`config.mk`:
```
export PLATFORM = sky130hd
export DESIGN_NAME = tcr_multi_ch
export DESIGN_NICKNAME = d
export VERILOG_FILES = /design/src/rtl/tcr_pkg.sv /design/src/rtl/tcr_channel.sv /design/src/rtl/tcr_multi_ch.sv
export SDC_FILE = /design/constraint.sdc
export NUM_CORES = 1
export LEC_CHECK = 0
export CORE_AREA = 2 2 106 87
export CTS_BUF_LIST = sky130_fd_sc_hd__clkbuf_4
export DETAILED_ROUTE_END_ITERATION = 7
export DIE_AREA = 0 0 108 89
export GPL_ROUTABILITY_DRIVEN = 0
export PLACE_DENSITY = 0.82
export REMOVE_ABC_BUFFERS = 1
export SLEW_MARGIN = 20
export SYNTH_ARGS = -nofsm -noshare
export SYNTH_HDL_FRONTEND = slang
export SYNTH_SLANG_ARGS = --single-unit
```
`constraint.sdc`:
```
create_clock -name clk -period 4.9 [get_ports clk]
set_input_delay 1.47 -clock clk [delete_from_list [all_inputs] [get_ports clk]]
set_output_delay 1.47 -clock clk [all_outputs]
set_load 0.02 [all_outputs]
```
`src/rtl/tcr_pkg.sv`:
```
// Shared field positions, reset value and packing helper for the timer control registers.
// Optional debug-halt feature is enabled by defining TCR_DBG_HALT_EN.
package tcr_pkg;

    localparam int TIMER_EN_BIT = 0;
    localparam int DIV_EN_BIT   = 1;
    localparam int DIV_VAL_LSB  = 8;
    localparam int DIV_VAL_MSB  = 11;

    localparam logic [31:0] TCR_RST   = 32'h0000_0100;
    localparam int          CH_STRIDE = 4;

    typedef struct packed {
        logic [3:0] div_val;
        logic       div_en;
        logic       timer_en;
    } tcr_t;

    localparam tcr_t TCR_RST_FIELDS = '{div_val: 4'd1, div_en: 1'b0, timer_en: 1'b0};

    function automatic logic [31:0] tcr_pack(input tcr_t t);
        logic [31:0] v;
        v = '0;
        v[TIMER_EN_BIT]              = t.timer_en;
        v[DIV_EN_BIT]                = t.div_en;
        v[DIV_VAL_MSB:DIV_VAL_LSB]   = t.div_val;
        return v;
    endfunction

endpackage

```
`src/rtl/tcr_channel.sv`:
```
// One timer channel: control register with write protection, and its count-enable prescaler.
// With TCR_DBG_HALT_EN defined, dbg_halt freezes the prescaler and masks cnt_en.
module tcr_channel
    import tcr_pkg::*;
#(
    parameter int DIV_MAX = 8
) (
    input  logic        clk,
    input  logic        rst_n,
    input  logic        wr,
    input  logic        wr_timer_en,
    input  logic        wr_div_en,
    input  logic [3:0]  wr_div_val,
`ifdef TCR_DBG_HALT_EN
    input  logic        dbg_halt,
`endif
    output logic [31:0] tcr_rd,
    output logic        p_error,
    output logic        cnt_en
);

    localparam logic [3:0] DIV_MAX_L = 4'(DIV_MAX);

    tcr_t tcr_q;
    tcr_t tcr_d;

    logic               halt;
    logic [DIV_MAX-1:0] pcnt_q;
    logic [DIV_MAX-1:0] pcnt_d;
    logic [DIV_MAX-1:0] tc;
    logic               tc_hit;

`ifdef TCR_DBG_HALT_EN
    assign halt = dbg_halt;
`else
    assign halt = 1'b0;
`endif

    // Once running (or being started) the divider fields are locked; only timer_en may change.
    always_comb begin
        tcr_d   = tcr_q;
        p_error = 1'b0;
        if (wr) begin
            if (tcr_q.timer_en || wr_timer_en) begin
                if ({wr_div_val, wr_div_en} != {tcr_q.div_val, tcr_q.div_en})
                    p_error = 1'b1;
                else
                    tcr_d.timer_en = wr_timer_en;
            end else begin
                if (wr_div_val > DIV_MAX_L) begin
                    p_error = 1'b1;
                end else begin
                    tcr_d.div_en  = wr_div_en;
                    tcr_d.div_val = wr_div_val;
                end
            end
        end
    end

    always_ff @(posedge clk or negedge rst_n) begin
        if (!rst_n)
            tcr_q <= TCR_RST_FIELDS;
        else
            tcr_q <= tcr_d;
    end

    // div_val never exceeds DIV_MAX, so the terminal count always fits in pcnt.
    assign tc     = DIV_MAX'((32'd1 << tcr_q.div_val) - 32'd1);
    assign tc_hit = (pcnt_q == tc);

    always_comb begin
        pcnt_d = pcnt_q;
        if (!tcr_q.timer_en || !tcr_d.timer_en || !tcr_q.div_en)
            pcnt_d = '0;
        else if (halt)
            pcnt_d = pcnt_q;
        else if (tc_hit)
            pcnt_d = '0;
        else
            pcnt_d = pcnt_q + 1'b1;
    end

    always_ff @(posedge clk or negedge rst_n) begin
        if (!rst_n)
            pcnt_q <= '0;
        else
            pcnt_q <= pcnt_d;
    end

    assign cnt_en = tcr_q.timer_en & ~halt & (~tcr_q.div_en | tc_hit);
    assign tcr_rd = tcr_pack(tcr_q);

endmodule

```
`src/rtl/tcr_multi_ch.sv`:
```
// Multi-channel timer control block: address decode, read mux and sticky W1C error status.
// Define TCR_DBG_HALT_EN to add the dbg_halt input that freezes all prescalers.
module tcr_multi_ch
    import tcr_pkg::*;
#(
    parameter int          CH_NUM   = 4,
    parameter int          DIV_MAX  = 8,
    parameter logic [11:0] ERR_ADDR = 12'h040
) (
    input  logic              clk,
    input  logic              rst_n,
    input  logic              wr_en,
    input  logic [11:0]       addr,
    input  logic [31:0]       wr_data,
`ifdef TCR_DBG_HALT_EN
    input  logic              dbg_halt,
`endif
    output logic [31:0]       rd_data,
    output logic              p_error,
    output logic [CH_NUM-1:0] cnt_en,
    output logic              err_irq
);

    logic [CH_NUM-1:0] ch_sel;
    logic [CH_NUM-1:0] ch_perr;
    logic [31:0]       ch_rd [CH_NUM];
    logic              err_sel;
    logic [CH_NUM-1:0] err_clr;
    logic [CH_NUM-1:0] err_q;
    logic [CH_NUM-1:0] err_d;
    logic              unused_wr_data;

    assign unused_wr_data = ^wr_data;

    for (genvar c = 0; c < CH_NUM; c++) begin : g_ch
        assign ch_sel[c] = (addr == 12'(CH_STRIDE * c));

        tcr_channel #(
            .DIV_MAX (DIV_MAX)
        ) u_ch (
            .clk         (clk),
            .rst_n       (rst_n),
            .wr          (wr_en & ch_sel[c]),
            .wr_timer_en (wr_data[TIMER_EN_BIT]),
            .wr_div_en   (wr_data[DIV_EN_BIT]),
            .wr_div_val  (wr_data[DIV_VAL_MSB:DIV_VAL_LSB]),
`ifdef TCR_DBG_HALT_EN
            .dbg_halt    (dbg_halt),
`endif
            .tcr_rd      (ch_rd[c]),
            .p_error     (ch_perr[c]),
            .cnt_en      (cnt_en[c])
        );
    end

    assign err_sel = (addr == ERR_ADDR);
    assign err_clr = (wr_en && err_sel) ? wr_data[CH_NUM-1:0] : '0;
    // A set event in the same cycle as a clear keeps the bit set.
    assign err_d   = (err_q & ~err_clr) | ch_perr;

    always_ff @(posedge clk or negedge rst_n) begin
        if (!rst_n)
            err_q <= '0;
        else
            err_q <= err_d;
    end

    always_comb begin
        rd_data = '0;
        if (err_sel)
            rd_data[CH_NUM-1:0] = err_q;
        for (int c = 0; c < CH_NUM; c++) begin
            if (ch_sel[c])
                rd_data = ch_rd[c];
        end
    end

    assign p_error = |ch_perr;
    assign err_irq = |err_q;

endmodule
```
* Yosys cells after proc, flatten, opt, wreduce, memory -nomap -nowiden *
Index checks and enable logic that the tools add are counted.

cells by class
  div/mod/pow operators = 0
  shifts and indexed selects = 4
  bitwise gates (word level) = 24
  multipliers = 0
  mux-type cells = 39
  add/subtract/negate cells = 8
  order comparisons = 1
  equal/unequal tests = 12
  reduce and logical (&&, ||, !) cells = 32

operators by type and width
  kind                                                   number
  2-to-1 mux 32 bit                                      2
  2-to-1 mux 8 bit                                       8
  adder 8 x 1 -> 8 bit (second input constant)           4
  == test 8 bit                                          4
  << shifter 1 x 4 -> 8 bit (first input constant)       4
  subtractor 8 x 1 -> 8 bit (second input constant)      4
  2-to-1 mux 1 bit                                       25
  == test 12 x 4 -> 1 bit (second input constant)        2
  2-to-1 mux 12 bit                                      2
  inequality test 5 bit                                  4
  == test 12 x 3 -> 1 bit (second input constant)        1
  == test 12 x 7 -> 1 bit (second input constant)        1
  zero test 1 bit                                        12
  zero test 12 bit                                       1
  logical OR 1 bit                                       12
  AND reduction 3 bit                                    4
  inverter 1 bit                                         9
  bitwise AND 1 bit                                      8
  2-to-1 mux 4 bit                                       2
  OR reduction 4 bit                                     2
  bitwise AND 4 bit                                      1
  greater-than comparator 4 bit (second input constant)  1
  inverter 4 bit                                         1
  bitwise OR 1 bit                                       4
  2 further kinds                                        2

storage, ports and cells
  memory bits (writable) = 0
  memories kept = 0
  input port bits = 47
  logic and storage cells = 137
  bits in read-only memories = 0
  output and inout bits = 38
  register bits after elaboration = 60
  bits in latches = 0

* Depth between registers and ports, before layout *
  depth in word-level cells = 8
  depth in mapped cells = 13
  depth with buffers taken out = 9

* Modules after synthesis *
From an unflattened synthesis, not the netlist that was laid out.

second synthesis, totals
  cells, all modules = 747
  area, all modules = 6357.3 um2

modules (own cells, without submodules)
  module        area an instance (um2)  times used  cells an instance  sequential area each (um2)
  tcr_channel   1227.4                  4           141                351.6
  tcr_multi_ch  1447.6                  1           183                100.1

* Least setup slack after synthesis *
Ideal clock, no wire load.

  kind = input -> output
  start point = in addr[1]
  end point = out rd_data[1]
  slack = 382 ps
  data arrival time = 3048 ps
  stages = 5
  cells stage by stage = or4_4 -> nor4b_1 -> and2_1 -> a21oi_1 -> a21oi_1

between the ends
  cells in the longest elaborated chain, start to end = 6

RTL lines
  item                             line                source
  start: declaration               tcr_multi_ch.sv:13  input logic [11:0] addr,
  == test 12 x 7 -> 1 bit          tcr_multi_ch.sv:56  assign err_sel = (addr == ERR_ADDR);
  2-to-1 mux 4 bit                 tcr_multi_ch.sv:70  if (err_sel)
  2-to-1 mux 12 bit (2 in series)  tcr_multi_ch.sv:73  if (ch_sel[c])
  2-to-1 mux 32 bit                tcr_multi_ch.sv:73
  2-to-1 mux 32 bit *              tcr_multi_ch.sv:73
  end: declaration                 tcr_multi_ch.sv:18  output logic [31:0] rd_data,

Every way passes the cells marked *; elsewhere a longest branch is shown, timed or not.

* Final worst setup path *
  start point = in addr[9]
  end point = out rd_data[1]

The elaborated chain is that of the path after synthesis.

==> impl_summary.txt <==
----------------------------------------------------
[Status]
  Status ... finished, final reports clean

[Yosys]
  Fraction of the yosys area taken by sequential cells ... 32.7%
  Synthesized instance count ... 526
  Post-synthesis register bit count ... 60
  Syn Std Cell Area ... 0.00460 mm2
  Syn. warnings ... 0
  Unique cell type count in the Yosys netlist ... 64
  Dominant synthesized flop cell ... sky130_fd_sc_hd__dfrtp_1
  Mean area per synthesized cell ... 8.75 um2
  Post-synth ARST share ... 100%
  Synth top area cells ... sky130_fd_sc_hd__dfrtp_1 (30%), sky130_fd_sc_hd__xor2_1 (6.1%), sky130_fd_sc_hd__xnor2_1 (5.1%)
  Number of enable-type register cells in the synthesized netlist ... 0
  Yosys top cell area share ... 30.4%
  Cell accounting for the most synthesized area ... sky130_fd_sc_hd__dfrtp_1

[Hold path]
  Worst min-delay path category ... register to register
  Worst Hold Depth ... 2

[CTS]
  Worst-skew pair later-pin latency ... 0.40 ns
  Clock transition at the register clock pins on the worst setup and hold paths after CTS ... 0.10 ns
  TritonCTS clock tree ... done
  Count of hold buffers inserted by post-cts repair ... 0
  Buffer type at the clock tree root ... sky130_fd_sc_hd__clkbuf_4
  Number of CTS-inserted buffers ... 9
  Number of levels in the clock H-tree ... 3
  Max Root-Sink Buffers ... 2
  Clock sinks ... 60

[STA]
  Unrepaired setup endpoints after global routing ... true
  Worst-Margin Slew ... 0.669 ns
  Max Clk Rate ... 204 MHz
  Portion of the clock cycle consumed by the worst path in the final layout ... 99.8%
  Min Clock Period, post-route ... 4.89 ns
  Number of pins exceeding their max-slew limit in the final report ... 0
  Tightest slew margin relative to the limit ... 55.2%
  Worst Clk Skew ... 0.0122 ns
  Final count of negative-setup-slack endpoints ... 0
  Final Hold Viols ... 0

[Floorplanning]
  I/O pin count ... 85
  DIE AREA ... 0.00961 mm2
  Effective utilization at floorplan ... 54.5%
  X dimension of the die ... 108 um
  Die H ... 89 um
  Standard-cell row count ... 30
  Placeable Area ... 0.00845 mm2

[Critical path]
  Endpoint class of the critical path ... primary output
  Endpoint arrival time on the critical path ... 3.42 ns
  Type of the setup path with the least slack ... primary input to primary output
  Reg2reg path depth ... 9
  Crit-path max cell delay ... 0.57 ns
  Crit path max fanout ... 5
  Total stage count of the critical path ... 9
  CP Launch Type ... primary input
  Category of cells accounting for the largest share of critical-path delay ... simple AND/OR/NAND/NOR gates
  Number of buffers and inverters on the critical path ... 4
  Slowest-stage cell, CP ... sky130_fd_sc_hd__or4_4
  Data required time of the critical path ... 3.43 ns
  Most common cell on crit path ... sky130_fd_sc_hd__buf_4
  Cell breakdown of the critical path ... clkdlybuf4s50_1 > or4_4 > nor2_8 > buf_4 > buf_4 > and2_4 > a21oi_1 > a21oi_2 > buf_4

[Placed design]
  PortBufs ... 36
  Cell area after placement ... 0.00518 mm2
  DP Wirelength ... 7.88 mm

[Cells and area]
  Final Net Count ... 641
  Most frequent cells in the layout ... sky130_fd_sc_hd__dfrtp_1 (55), sky130_fd_sc_hd__buf_4 (55), sky130_fd_sc_hd__nor2_1 (54)
  Final design utilization ... 65.0%
  Final instance area ... 0.00549 mm2
  Antenna diode count ... 0
  Growth of design area from synthesis to finish ... 19.2%
  Fraction of layout cells with a size suffix above 1 ... 20.5%

[Power and ir drop]
  Static Leak ... 2.50 nW
  Worst ir drop on vdd ... 0.157 mV
  Cell Pwr Density ... 181 mW/mm2
  Overall power of the completed layout ... 0.000993 W

[Routing]
  Final wirelength ... 11.3 mm
  Violation count after the first detailed-route iteration ... 268
  Number of routed nets with antenna violations ... 0
  Via count ... 4,092
  Detailed-router iteration count before antenna repair ... 5
  Met2 Routed Length ... 5.36 mm
  Length of routed met3 wiring ... 685 um
  Routed metal-1 wire length ... 5.14 mm
  Post-DR vias/cell ... 5.82
  Routed WL per cell ... 16.1 um
  Max Used Layer ... met4
  Post-route DRC ... 0

[Global route]
  Vias in the first global route ... 3,908
  Global Route Usage Sum ... 24.6%
  Number of antenna violations at the first check in global routing ... 0
  Leftover overflow at the end of global routing ... 0
  Wire length of the first global-routing pass ... 18.8 mm
  Largest net degree at the start of global routing ... 37

[Flow run]
  Number of maximum-capacitance violations ... 0

----------------------------------------------------
## metrics by stage
| stage | hold WS (ns) | std cells | setup TNS [ns] | setup WS (ns) |
|---|---|---|---|---|
| finish | 0.499 | 703 | 0 | 0.00942 |
| global route | 0.562 | 703 | -0.0503 | -0.0405 |
| CTS | 0.503 | 696 | -0.0171 | -0.00939 |
| detailed placement | 0.479 | 680 | -3.42 | -0.613 |
| floorplan | 0.442 | 485 | 0 | 0.382 |
| global placement | 0.470 | 680 | -3.27 | -0.584 |
## final timing paths
kind                                          from                endpoint  slack [ns]
setup / recovery                           addr[9]              rd_data[1]       0.009
hold / removal                            err_q[2]                err_q[2]        0.50
setup reg to reg           g_ch[0].u_ch.tcr_rd[11]  g_ch[0].u_ch.pcnt_q[2]        2.06
hold reg to reg                           err_q[2]                err_q[2]        0.50
max in group asynchronous                    rst_n  g_ch[1].u_ch.tcr_rd[8]        2.96
min in group asynchronous                    rst_n  g_ch[0].u_ch.pcnt_q[4]        1.03
## layer usage
metal  vias up  track usage [%]
li1       1940                -
met1      2000             32.7
met2       140             42.1
met3        12             5.03
met4         0             5.13
met5         -                0
## cell families (layout without fill, tap and decap cells)
group	after synthesis	after routing	share of synthesized area, %
compound gates	88	88	13.3
fa+ha+maj	8	8	2.17
mux	29	29	7.85
flops	60	60	32.7
xor+xnor	59	59	11.2
other cells	1	24	0.0814
buf+inv	77	118	8.86
simple gates	204	205	23.8
## flip-flops by register name, indices dropped and copies added (netlist names)
name and cells:
err_q 4, g_ch.u_ch.tcr_rd 24, g_ch.u_ch.pcnt_q 32
## worst register-to-register path, cell delays in order, from the launching register on
cell,delay [ns]
sky130_fd_sc_hd__dfrtp_2,0.52
sky130_fd_sc_hd__nor2_1,0.26
sky130_fd_sc_hd__nand2_1,0.16
sky130_fd_sc_hd__ha_4,0.23
sky130_fd_sc_hd__xor2_1,0.18
sky130_fd_sc_hd__xnor2_1,0.17
sky130_fd_sc_hd__nand4_1,0.12
sky130_fd_sc_hd__a311o_1,0.37
sky130_fd_sc_hd__o211ai_1,0.57
sky130_fd_sc_hd__nor2_1,0.15
## synth_stat cells (13+ instances only)
master                     count
sky130_fd_sc_hd__nand3_1      36
sky130_fd_sc_hd__dfrtp_1      56
sky130_fd_sc_hd__clkbuf_1     27
sky130_fd_sc_hd__inv_1        13
sky130_fd_sc_hd__a21oi_1      15
sky130_fd_sc_hd__xnor2_1      27
sky130_fd_sc_hd__nand2_1      28
sky130_fd_sc_hd__nor3_1       14
sky130_fd_sc_hd__xor2_1       32
sky130_fd_sc_hd__nor2_1       57
sky130_fd_sc_hd__buf_4        28
## layout make-up
class | count | area, um2
Fill cell | 682 | 2960
Tap cell | 112 | 140
Inverter | 13 | 48.8
Clock inverter | 6 | 78.8
Clock buffer | 10 | 75.1
Multi-Input combinational cell | 413 | 2890
Timing Repair Buffer | 89 | 744
Sequential cell | 60 | 1510
## power breakdown
part | internal, W | switching, W | leakage (nW)
combinational | 0.0000403 | 0.0000602 | 1.60
sequential | 0.000496 | 0.000000499 | 0.822
clock | 0.000208 | 0.000189 | 0.0791
total | 0.000744 | 0.000249 | 2.50
## what timing repair did
| action | in CTS | in global routing |
|---|---|---|
| setup buffers | 0 | 6 |
| cloned | 0 | 1 |
| resized for setup | 34 | 26 |
| pin swaps | 1 | 9 |
| endpoints found under the setup margin | 11 | 9 |
(Power assumes the default switching activity.)
